## config.mk

```make
export PLATFORM = sky130hd
export DESIGN_NAME = prng_lfsr_stream_flat
export DESIGN_NICKNAME = d
export VERILOG_FILES = /design/src/rtl/prng_lfsr_stream_pkg.sv /design/src/rtl/prng_lfsr_stream_if.sv /design/src/rtl/prng_lfsr_stream_step.sv /design/src/rtl/prng_lfsr_stream.sv /design/src/flat_wrapper.sv
export SDC_FILE = /design/constraint.sdc
export NUM_CORES = 1
export LEC_CHECK = 0
export CAP_MARGIN = 30
export CORE_UTILIZATION = 54
export DETAILED_ROUTE_END_ITERATION = 8
export PLACE_DENSITY = 0.78
export SYNTH_ARGS = -nofsm -noshare
export SYNTH_HDL_FRONTEND = slang
export SYNTH_SLANG_ARGS = --single-unit
```

## constraint.sdc

```tcl
create_clock -name clk -period 26.7 [get_ports clk]
set_clock_uncertainty 0.1 [all_clocks]
set_input_delay 5.34 -clock clk [delete_from_list [all_inputs] [get_ports clk]]
set_output_delay 5.34 -clock clk [all_outputs]
set_load 0.02 [all_outputs]
```

## src/rtl/prng_lfsr_stream_pkg.sv

```systemverilog
// Shared types and constants for the LFSR word generator.
// Holds the controller state encoding and default feedback masks per LFSR width.
package prng_pkg;

  typedef enum logic [1:0] {
    ST_IDLE = 2'd0,
    ST_FILL = 2'd1,
    ST_HOLD = 2'd2
  } prng_state_e;

  localparam logic [8:0]  TAPS_W9  = 9'h108;
  localparam logic [15:0] TAPS_W16 = 16'hD008;
  localparam logic [31:0] TAPS_W32 = 32'h8020_0003;
  localparam logic [63:0] TAPS_W64 = 64'hD800_0000_0000_0000;

  // Unlisted widths fall back to a two-tap mask that is not guaranteed maximal.
  function automatic logic [63:0] default_taps(input int w);
    logic [63:0] t;
    t = (64'd1 << (w - 1)) | 64'd1;
    case (w)
      9:       t = 64'(TAPS_W9);
      16:      t = 64'(TAPS_W16);
      32:      t = 64'(TAPS_W32);
      64:      t = TAPS_W64;
      default: ;
    endcase
    return t;
  endfunction

endpackage

```

## src/rtl/prng_lfsr_stream_if.sv

```systemverilog
// Control and output-stream bundle between the generator and its neighbours.
// master = generator side, slave = seed/control source plus word consumer.
interface prng_lfsr_stream_if #(
  parameter int LFSR_W = 9,
  parameter int OUT_W  = 512,
  parameter int CNT_W  = 16
);
  logic [LFSR_W-1:0] seed;
  logic              seed_valid;
  logic              start;
  logic [CNT_W-1:0]  num_words;
  logic              busy;
  logic [OUT_W-1:0]  out_data;
  logic              out_valid;
  logic              out_ready;
  logic              out_last;
  logic              done;

  modport master (
    input  seed, seed_valid, start, num_words, out_ready,
    output busy, out_data, out_valid, out_last, done
  );

  modport slave (
    output seed, seed_valid, start, num_words, out_ready,
    input  busy, out_data, out_valid, out_last, done
  );
endinterface

```

## src/rtl/prng_lfsr_stream_step.sv

```systemverilog
// Combinational unroll of STEP Fibonacci LFSR steps.
// o_bits is MSB-first: the earliest emitted bit lands at o_bits[STEP-1].
module lfsr_step_unroll #(
  parameter int                LFSR_W = 9,
  parameter logic [LFSR_W-1:0] TAPS   = 9'h108,
  parameter int                STEP   = 1
) (
  input  logic [LFSR_W-1:0] i_lfsr,
  output logic [LFSR_W-1:0] o_lfsr_next,
  output logic [STEP-1:0]   o_bits
);

  always_comb begin
    logic [LFSR_W-1:0] v;
    v      = i_lfsr;
    o_bits = '0;
    for (int s = 0; s < STEP; s++) begin
      o_bits[STEP-1-s] = v[0];
      v = {v[LFSR_W-2:0], ^(v & TAPS)};
    end
    o_lfsr_next = v;
  end

endmodule

```

## src/rtl/prng_lfsr_stream.sv

```systemverilog
// LFSR pseudo-random word generator: a start/done job emits num_words OUT_W-bit words
// over a valid/ready stream, advancing STEP LFSR steps per FILL cycle.
module prng_lfsr_stream
  import prng_pkg::*;
#(
  parameter int                LFSR_W = 9,
  parameter logic [LFSR_W-1:0] TAPS   = LFSR_W'(default_taps(LFSR_W)),
  parameter int                OUT_W  = 512,
  parameter int                STEP   = 1,
  parameter int                CNT_W  = 16
) (
  input logic                clk,
  input logic                rst,
  prng_lfsr_stream_if.master bus
);

  localparam int K    = OUT_W / STEP;
  localparam int SC_W = (K > 1) ? $clog2(K) : 1;

  prng_state_e       r_state;
  prng_state_e       w_state_next;
  logic [LFSR_W-1:0] r_lfsr;
  logic [LFSR_W-1:0] w_lfsr_next;
  logic [LFSR_W-1:0] w_seed_fix;
  logic [STEP-1:0]   w_bits;
  logic [OUT_W-1:0]  r_acc;
  logic [OUT_W-1:0]  w_acc_next;
  logic [OUT_W-1:0]  r_out_data;
  logic [CNT_W-1:0]  r_words_left;
  logic [SC_W-1:0]   r_step_cnt;
  logic              r_done;
  logic              w_fill_last;
  logic              w_job_load;
  logic              w_job_empty;
  logic              w_hs;
  logic              w_job_end;

  lfsr_step_unroll #(
    .LFSR_W (LFSR_W),
    .TAPS   (TAPS),
    .STEP   (STEP)
  ) u_step (
    .i_lfsr      (r_lfsr),
    .o_lfsr_next (w_lfsr_next),
    .o_bits      (w_bits)
  );

  assign w_acc_next  = (r_acc << STEP) | OUT_W'(w_bits);
  assign w_fill_last = (r_step_cnt == SC_W'(K - 1));
  // An all-zero state would lock the LFSR, so a zero seed is promoted to 1.
  assign w_seed_fix  = (bus.seed == '0) ? LFSR_W'(1) : bus.seed;

  always_ff @(posedge clk or posedge rst) begin
    if (rst) r_state <= ST_IDLE;
    else     r_state <= w_state_next;
  end

  always_comb begin
    w_state_next = r_state;
    w_job_load   = 1'b0;
    w_job_empty  = 1'b0;
    w_hs         = 1'b0;
    w_job_end    = 1'b0;
    case (r_state)
      ST_IDLE: begin
        if (bus.start) begin
          if (bus.num_words != '0) begin
            w_job_load   = 1'b1;
            w_state_next = ST_FILL;
          end else begin
            w_job_empty = 1'b1;
          end
        end
      end
      ST_FILL: begin
        if (w_fill_last) w_state_next = ST_HOLD;
      end
      ST_HOLD: begin
        if (bus.out_ready) begin
          w_hs = 1'b1;
          if (r_words_left == CNT_W'(1)) begin
            w_job_end    = 1'b1;
            w_state_next = ST_IDLE;
          end else begin
            w_state_next = ST_FILL;
          end
        end
      end
      default: w_state_next = ST_IDLE;
    endcase
  end

  // LFSR only moves in FILL, so it is frozen in HOLD and persists across jobs.
  always_ff @(posedge clk or posedge rst) begin
    if (rst) begin
      r_lfsr       <= LFSR_W'(1);
      r_words_left <= '0;
      r_step_cnt   <= '0;
      r_out_data   <= '0;
      r_done       <= 1'b0;
    end else begin
      r_done <= w_job_empty | w_job_end;
      case (r_state)
        ST_IDLE: begin
          if (bus.seed_valid) r_lfsr <= w_seed_fix;
          if (w_job_load) begin
            r_words_left <= bus.num_words;
            r_step_cnt   <= '0;
          end
        end
        ST_FILL: begin
          r_lfsr     <= w_lfsr_next;
          r_step_cnt <= w_fill_last ? '0 : r_step_cnt + SC_W'(1);
          if (w_fill_last) r_out_data <= w_acc_next;
        end
        ST_HOLD: begin
          if (w_hs) r_words_left <= r_words_left - CNT_W'(1);
        end
        default: ;
      endcase
    end
  end

  // Every accumulator bit is rewritten within one FILL pass, so it needs no reset.
  always_ff @(posedge clk) begin
    if (r_state == ST_FILL) r_acc <= w_acc_next;
  end

  assign bus.busy      = (r_state != ST_IDLE);
  assign bus.out_valid = (r_state == ST_HOLD);
  assign bus.out_last  = (r_state == ST_HOLD) && (r_words_left == CNT_W'(1));
  assign bus.out_data  = r_out_data;
  assign bus.done      = r_done;

endmodule
```

## src/flat_wrapper.sv

```systemverilog
// flat-port wrapper written by rule: the top's interface ports become plain ports
module prng_lfsr_stream_flat import prng_pkg::*;
#(
  parameter int                LFSR_W = 9,
  parameter logic [LFSR_W-1:0] TAPS   = LFSR_W'(default_taps(LFSR_W)),
  parameter int                OUT_W  = 512,
  parameter int                STEP   = 1,
  parameter int                CNT_W  = 16
)
  (clk, rst, bus_seed, bus_seed_valid, bus_start, bus_num_words, bus_out_ready, bus_busy, bus_out_data, bus_out_valid, bus_out_last, bus_done);
  prng_lfsr_stream_if #(.LFSR_W(LFSR_W), .OUT_W(OUT_W), .CNT_W(CNT_W)) bus_i ();
  input logic clk;
  input logic rst;
  input wire logic [$bits(bus_i.seed)-1:0] bus_seed;
  input wire logic [$bits(bus_i.seed_valid)-1:0] bus_seed_valid;
  input wire logic [$bits(bus_i.start)-1:0] bus_start;
  input wire logic [$bits(bus_i.num_words)-1:0] bus_num_words;
  input wire logic [$bits(bus_i.out_ready)-1:0] bus_out_ready;
  output wire logic [$bits(bus_i.busy)-1:0] bus_busy;
  output wire logic [$bits(bus_i.out_data)-1:0] bus_out_data;
  output wire logic [$bits(bus_i.out_valid)-1:0] bus_out_valid;
  output wire logic [$bits(bus_i.out_last)-1:0] bus_out_last;
  output wire logic [$bits(bus_i.done)-1:0] bus_done;
  assign bus_i.seed = bus_seed;
  assign bus_i.seed_valid = bus_seed_valid;
  assign bus_i.start = bus_start;
  assign bus_i.num_words = bus_num_words;
  assign bus_i.out_ready = bus_out_ready;
  assign bus_busy = bus_i.busy;
  assign bus_out_data = bus_i.out_data;
  assign bus_out_valid = bus_i.out_valid;
  assign bus_out_last = bus_i.out_last;
  assign bus_done = bus_i.done;
  prng_lfsr_stream #(.LFSR_W(LFSR_W), .TAPS(TAPS), .OUT_W(OUT_W), .STEP(STEP), .CNT_W(CNT_W)) u_core (.clk(clk), .rst(rst), .bus(bus_i));
endmodule
```

# Word-level counts from Yosys, hierarchy flattened
# Cells that the tools add are included.
# word_totals
ff_bits	1060
latch_bits	0
ram_bits	0
rom_bits	0
input_bits	30
output_inout_bits	516
word_cells	61
n_memories	0
# classes
addsub	2
mul	0
n_div	0
magnitude_cmp	0
n_eq_ne	11
shifts	0
n_mux	26
bitwise	2
reduce_logical	13
# ops
op	n
$or 512x1->512	1
$mux 9	4
$pmux 9 s2	2
$mux 16	2
$pmux 16 s2	1
$eq 16x1->1 const B	1
$reduce_bool 16->1	1
$sub 16x1->16 const B	1
$mux 1	12
$add 9x1->9 const B	1
$eq 9x9->1 const B	1
$logic_not 9->1	1
$reduce_xor 9->1	1
$mux 2	4
$ne 2x1->1 const B	4
$ne 2x2->1 const B	3
$pmux 2 s3	1
$reduce_and 2->1	3
$reduce_bool 2->1	3
$reduce_and 4->1	1
$reduce_and 3->1	1
$eq 2x1->1 const B	1
$eq 2x2->1 const B	1
$logic_not 2->1	1
2 further kinds	2

# Logic depth before layout (Yosys ltp)
# depth
word_depth	6
mapped_depth	9
ltp_nobuf	8

# Cells and area by module
# From an unflattened synthesis, not the netlist that was laid out.
# unflattened
cells_unflattened	1835
area_unflattened_um2	36613.9
# by_module_without_submodules
mod	n_inst	cells_per_inst	area_each_um2	seq_area_each_um2
prng_lfsr_stream	1	1825	36537.5	29084.1
lfsr_step_unroll	1	10	76.3	0.0

# Worst setup path after synthesis
# OpenSTA, ideal clock, no wires.
# synth_path
kind	reg-to-reg
from	reg u_core.r_state[1]
to	reg u_core.r_step_cnt[8]
setup_ns	0.123
arrival_ns	16.042
required_time_ns	26.477
slack_ns	10.436
path_stages_with_launch	5
n_path_buf	1
synth_period_minus_slack_ns	16.264
path_cell_list	dfrtp_1 > nand2b_1 > inv_1 > clkbuf_1 > a22o_1
# synth_via
elab_chain_cells	4
elab_cells_between_ends	7
classes_between	eq/ne (2); mux (2); reduce/logical (3)
# synth_rtl
item	line	rtl
start, declared	prng_lfsr_stream.sv:20	prng_state_e r_state;
start signal, assigned	prng_lfsr_stream.sv:55	else r_state <= w_state_next;
$logic_not 2->1	prng_lfsr_stream.sv:64, prng_lfsr_stream.sv:103	
$mux 1	prng_lfsr_stream.sv:64	case (r_state)
$ne 2x1->1 (no source line)	-	
$reduce_and 2->1 (no source line)	-	
end signal, assigned	prng_lfsr_stream.sv:113	r_step_cnt <= w_fill_last ? '0 : r_step_cnt + SC_W'(1);
end, declared	prng_lfsr_stream.sv:30	logic [SC_W-1:0] r_step_cnt;
# Several ways; a longest one is shown, not always the timed one.
# A chain may end at the register's enable or synchronous reset.

# Worst setup path after layout
# layout_path
from	reg u_core.r_state[1]
to	out bus_out_last
# layout_via
elab_chain_cells	2
# layout_rtl
item	line	rtl
$eq 2x2->1	prng_lfsr_stream.sv:131	assign bus.out_last = (r_state == ST_HOLD) && (r_words_left == CNT_W'(1));
$logic_and 1x1->1	prng_lfsr_stream.sv:131	
end, declared	flat_wrapper.sv:22	output wire logic [$bits(bus_i.out_last)-1:0] bus_out_last;
# No other way between the ends.

==> out/results.ini <==
[outcome]
status=finished clean

[cells_and_area]
syn2layout_area_growth_pct=26.64
fill_cells=4197
design.final.nets=2476
insertedDiodeCount=0
finished_layout_cells=3402
layout-drive-gt1-share_pct=27.52

[die]
floorplan.core_area_sq_um=67160
row_count=95
die_h_microns=262.5
io-pin-count=546
width_of_the_die_microns=262.5
floorplan.initialDensity_pct=54.54
die_area_sq_um=68880

[critical_path]
required_ns=21.26
worst_setup_path_type=flop to output pin
setup.worst_path.end_class=output pin
setup.worst_path.start_class=flop
regToRegSetupSlack_ns=22.02
arrival_ns=2.92
path_max_fanout=18
r2r_cells=10

[power_and_ir_drop]
power.static_leakage_nw=19.04
finalPower_w=0.003463
vdd_ir_drop_max_uv=51.85
powerDensity_nw_per_um2=74.65

[clocking]
cts_hold_buf=0
clk_latency_ns=0.65
clock-root-buffer=sky130_fd_sc_hd__clkbuf_16
htreeDepth=3
post-cts-setup-buffers=0
cts.sink_count=1060
cts_buffer_depth=3
clock_tree_from_tritoncts=done
cts_made_buffers=102
cts_repair_resized_insts=0
clock_pin_transition_on_the_worst_setup_and_hold_timing_paths_ns=0.06

[routing]
drt_drc_violations_left=0
wl_per_cell_microns=22.76
drt_first_pass_iters=5
post_drt_via_cell_ratio=5.469
vias=18610
ant_nets=0
routed_wirelength_microns=77410
detail_route.iter0.violations=1260

[timing]
worst_slack_ns=18.34
finalCritPeriodShare_pct=31.33
transition_at_the_pin_with_the_smallest_max_transition_slack_ns=1.183
final_max_slew_viol_count=0
holdWs_ns=0.3360
relSlewSlack_pct=21.14
final.setup.tns_ns=0
final-hold-violation-count=0
rsz0062_at_grt=false
max_clock_freq_mhz=119.5
finalCriticalPeriod_ns=8.365
setup_violations=0

[grt]
largest_net_degree_at_the_start_of_global_routing=194
vias_in_the_first_global_route=19660
grt-ovfl-total=0
wire_length_of_the_first_global_routing_pass_microns=119500
grt_antenna_before_repair=0
grtUsageTotal_pct=22.53

[placed_design]
hpwlAfterDp_microns=49040
globalplace.congestion=0.8580
setup_slack_after_placement_ns=18.21
placement.io_buffers=545
dpl.cell_count=3207

[yosys]
synth_cell_type_count=61
synthFlopType=sky130_fd_sc_hd__dfrtp_1
yosys_register_bits=1060
synth_warnings=0
synth_async_sr_flop_share_pct=51.79
net_count_synth=1878
synth_enable_flop_cells=511
synth.avg_cell_area_sq_um=19.87
netlist_instances=1844
synth.cell_area_sq_um=36630
synth-seq-area-share_pct=79.40

[min_path]
worstHoldPathType=flop to flop
min_path_cells=0

[flow_run]
maxCapViolCount=0

==> stage by stage <==
stage / util (%) / cell area, sq um
CTS: 68.91 / 46280
finish: 69.08 / 46390
detailed placement: 63.91 / 42920
global route: 69.08 / 46390
global placement: 63.84 / 42870
floorplan: - / 36630
==> sequential cells by signal, summed over array words and instances (netlist names) <==
| signal | count |
|---|---|
| u_core.r_words_left | 16 |
| u_core.r_acc | 511 |
| u_core.bus.out_data | 512 |
| u_core.r_state | 2 |
| u_core.r_lfsr | 9 |
| u_core.r_step_cnt | 9 |
| u_core.bus.done | 1 |
==> cell type report <==
| type | instances | area (sq um) | area share, % |
|---|---|---|---|
| Clock buffer | 148 | 2897 | 6.244 |
| Clock inverter | 43 | 461.7 | 0.9952 |
| Sequential cell | 1060 | 29080 | 62.69 |
| Inverter | 8 | 45.04 | 0.09710 |
| Multi-Input combinational cell | 705 | 7043 | 15.18 |
| Timing Repair Buffer | 565 | 5768 | 12.43 |
| Tap cell | 873 | 1092 | 2.355 |
==> path summary, 6_finish.rpt <==
kind                                                   from                                    to
setup / recovery              u_core.r_state[1]$_DFFE_PP0P_                          bus_out_last
hold / removal                   u_core.r_acc[95]$_DFFE_PP_            u_core.r_acc[96]$_DFFE_PP_
setup reg to reg           u_core.r_step_cnt[0]$_DFFE_PP0P_   u_core.bus.out_data[33]$_DFFE_PP0P_
hold reg to reg                  u_core.r_acc[95]$_DFFE_PP_            u_core.r_acc[96]$_DFFE_PP_
max in group asynchronous                               rst  u_core.bus.out_data[505]$_DFFE_PP0P_
min in group asynchronous                               rst             u_core.bus.done$_DFF_PP0_
==> layout by cell type (no fill, tap or decap), types with 3 or more instances in the layout <==
cell type	n
sky130_fd_sc_hd__nor3b_1	3
sky130_fd_sc_hd__nor2_1	18
sky130_fd_sc_hd__o221ai_1	6
sky130_fd_sc_hd__o22ai_1	3
sky130_fd_sc_hd__a21oi_1	22
sky130_fd_sc_hd__buf_4	10
sky130_fd_sc_hd__nand4_1	3
sky130_fd_sc_hd__nand3_1	5
sky130_fd_sc_hd__clkbuf_16	103
sky130_fd_sc_hd__a22o_1	6
sky130_fd_sc_hd__o22a_1	3
sky130_fd_sc_hd__clkbuf_8	15
sky130_fd_sc_hd__and3_1	3
sky130_fd_sc_hd__ha_1	4
sky130_fd_sc_hd__clkbuf_1	30
sky130_fd_sc_hd__nand2_1	15
sky130_fd_sc_hd__nor4_1	10
sky130_fd_sc_hd__a22oi_1	10
sky130_fd_sc_hd__clkdlybuf4s50_1	545
sky130_fd_sc_hd__bufinv_16	8
sky130_fd_sc_hd__o21ai_0	13
sky130_fd_sc_hd__buf_12	5
sky130_fd_sc_hd__nor2b_1	9
sky130_fd_sc_hd__nor3_1	6
sky130_fd_sc_hd__buf_16	5
sky130_fd_sc_hd__edfxtp_1	511
sky130_fd_sc_hd__inv_1	5
sky130_fd_sc_hd__a31oi_1	6
sky130_fd_sc_hd__dfrtp_1	548
sky130_fd_sc_hd__nand2b_1	5
sky130_fd_sc_hd__clkinv_2	12
sky130_fd_sc_hd__clkinv_1	15
sky130_fd_sc_hd__mux2_2	513
==> per-layer routing <==
layer	share of wire [%]	wire length, microns	up-vias	global-route usage (%)
li1	-	-	8124	-
met1	40	30690	9757	28.47
met4	3.6	2810	0	8.315
met5	0	0	-	0
met2	50	38460	568	36.93
met3	7.0	5450	158	6.850
==> kinds of logic after synthesis <==
| kind of cell | share of synthesized area (%) |
|---|---|
| compound gates | 1.674 |
| xor+xnor | 0.07174 |
| flops | 79.40 |
| mux | 15.80 |
| buf+inv | 1.397 |
| fa+ha+maj | 0.1366 |
| simple gates | 1.527 |
==> critical path, cell delays in order (launching register included) <==
cell and delay [ns]:
sky130_fd_sc_hd__dfrtp_1 0.65, sky130_fd_sc_hd__nand2b_1 0.15, sky130_fd_sc_hd__inv_2 0.30, sky130_fd_sc_hd__nand4_1 0.16, sky130_fd_sc_hd__nor4_2 0.31, sky130_fd_sc_hd__clkdlybuf4s50_1 0.69
==> cells in the mapped netlist, types with 3 or more instances <==
library cell	instances	share of area [%]
sky130_fd_sc_hd__inv_1	7	0.072
sky130_fd_sc_hd__dfrtp_1	548	37
sky130_fd_sc_hd__nor3_1	6	0.082
sky130_fd_sc_hd__buf_2	10	0.14
sky130_fd_sc_hd__nor3b_1	3	0.061
sky130_fd_sc_hd__edfxtp_1	511	42
sky130_fd_sc_hd__a22o_1	6	0.14
sky130_fd_sc_hd__nand2b_1	5	0.085
sky130_fd_sc_hd__nor2_1	18	0.18
sky130_fd_sc_hd__and3_1	3	0.051
sky130_fd_sc_hd__nand2_1	16	0.16
sky130_fd_sc_hd__clkbuf_1	8	0.082
sky130_fd_sc_hd__a21oi_1	22	0.30
sky130_fd_sc_hd__o21ai_0	13	0.18
sky130_fd_sc_hd__buf_4	49	1.0
sky130_fd_sc_hd__mux2_2	513	16
sky130_fd_sc_hd__o221ai_1	6	0.14
sky130_fd_sc_hd__nand4_1	3	0.051
sky130_fd_sc_hd__nor2b_1	9	0.15
sky130_fd_sc_hd__nor4_1	10	0.17
sky130_fd_sc_hd__a31oi_1	6	0.10
sky130_fd_sc_hd__o22a_1	3	0.072
sky130_fd_sc_hd__ha_1	4	0.14
sky130_fd_sc_hd__nand3_1	5	0.068
sky130_fd_sc_hd__o22ai_1	3	0.051
sky130_fd_sc_hd__a22oi_1	10	0.20
==> power breakdown <==
group / internal [W] / total (W) / leakage [nW] / switching (W)
logic: 0.0000484 / 0.000157 / 5.75 / 0.000109
clock network: 0.000832 / 0.00143 / 1.64 / 0.000599
registers: 0.00182 / 0.00187 / 11.7 / 0.0000583
total: 0.00270 / 0.00346 / 19.0 / 0.000767
No activity file was read; power rests on OpenSTA's default activity.
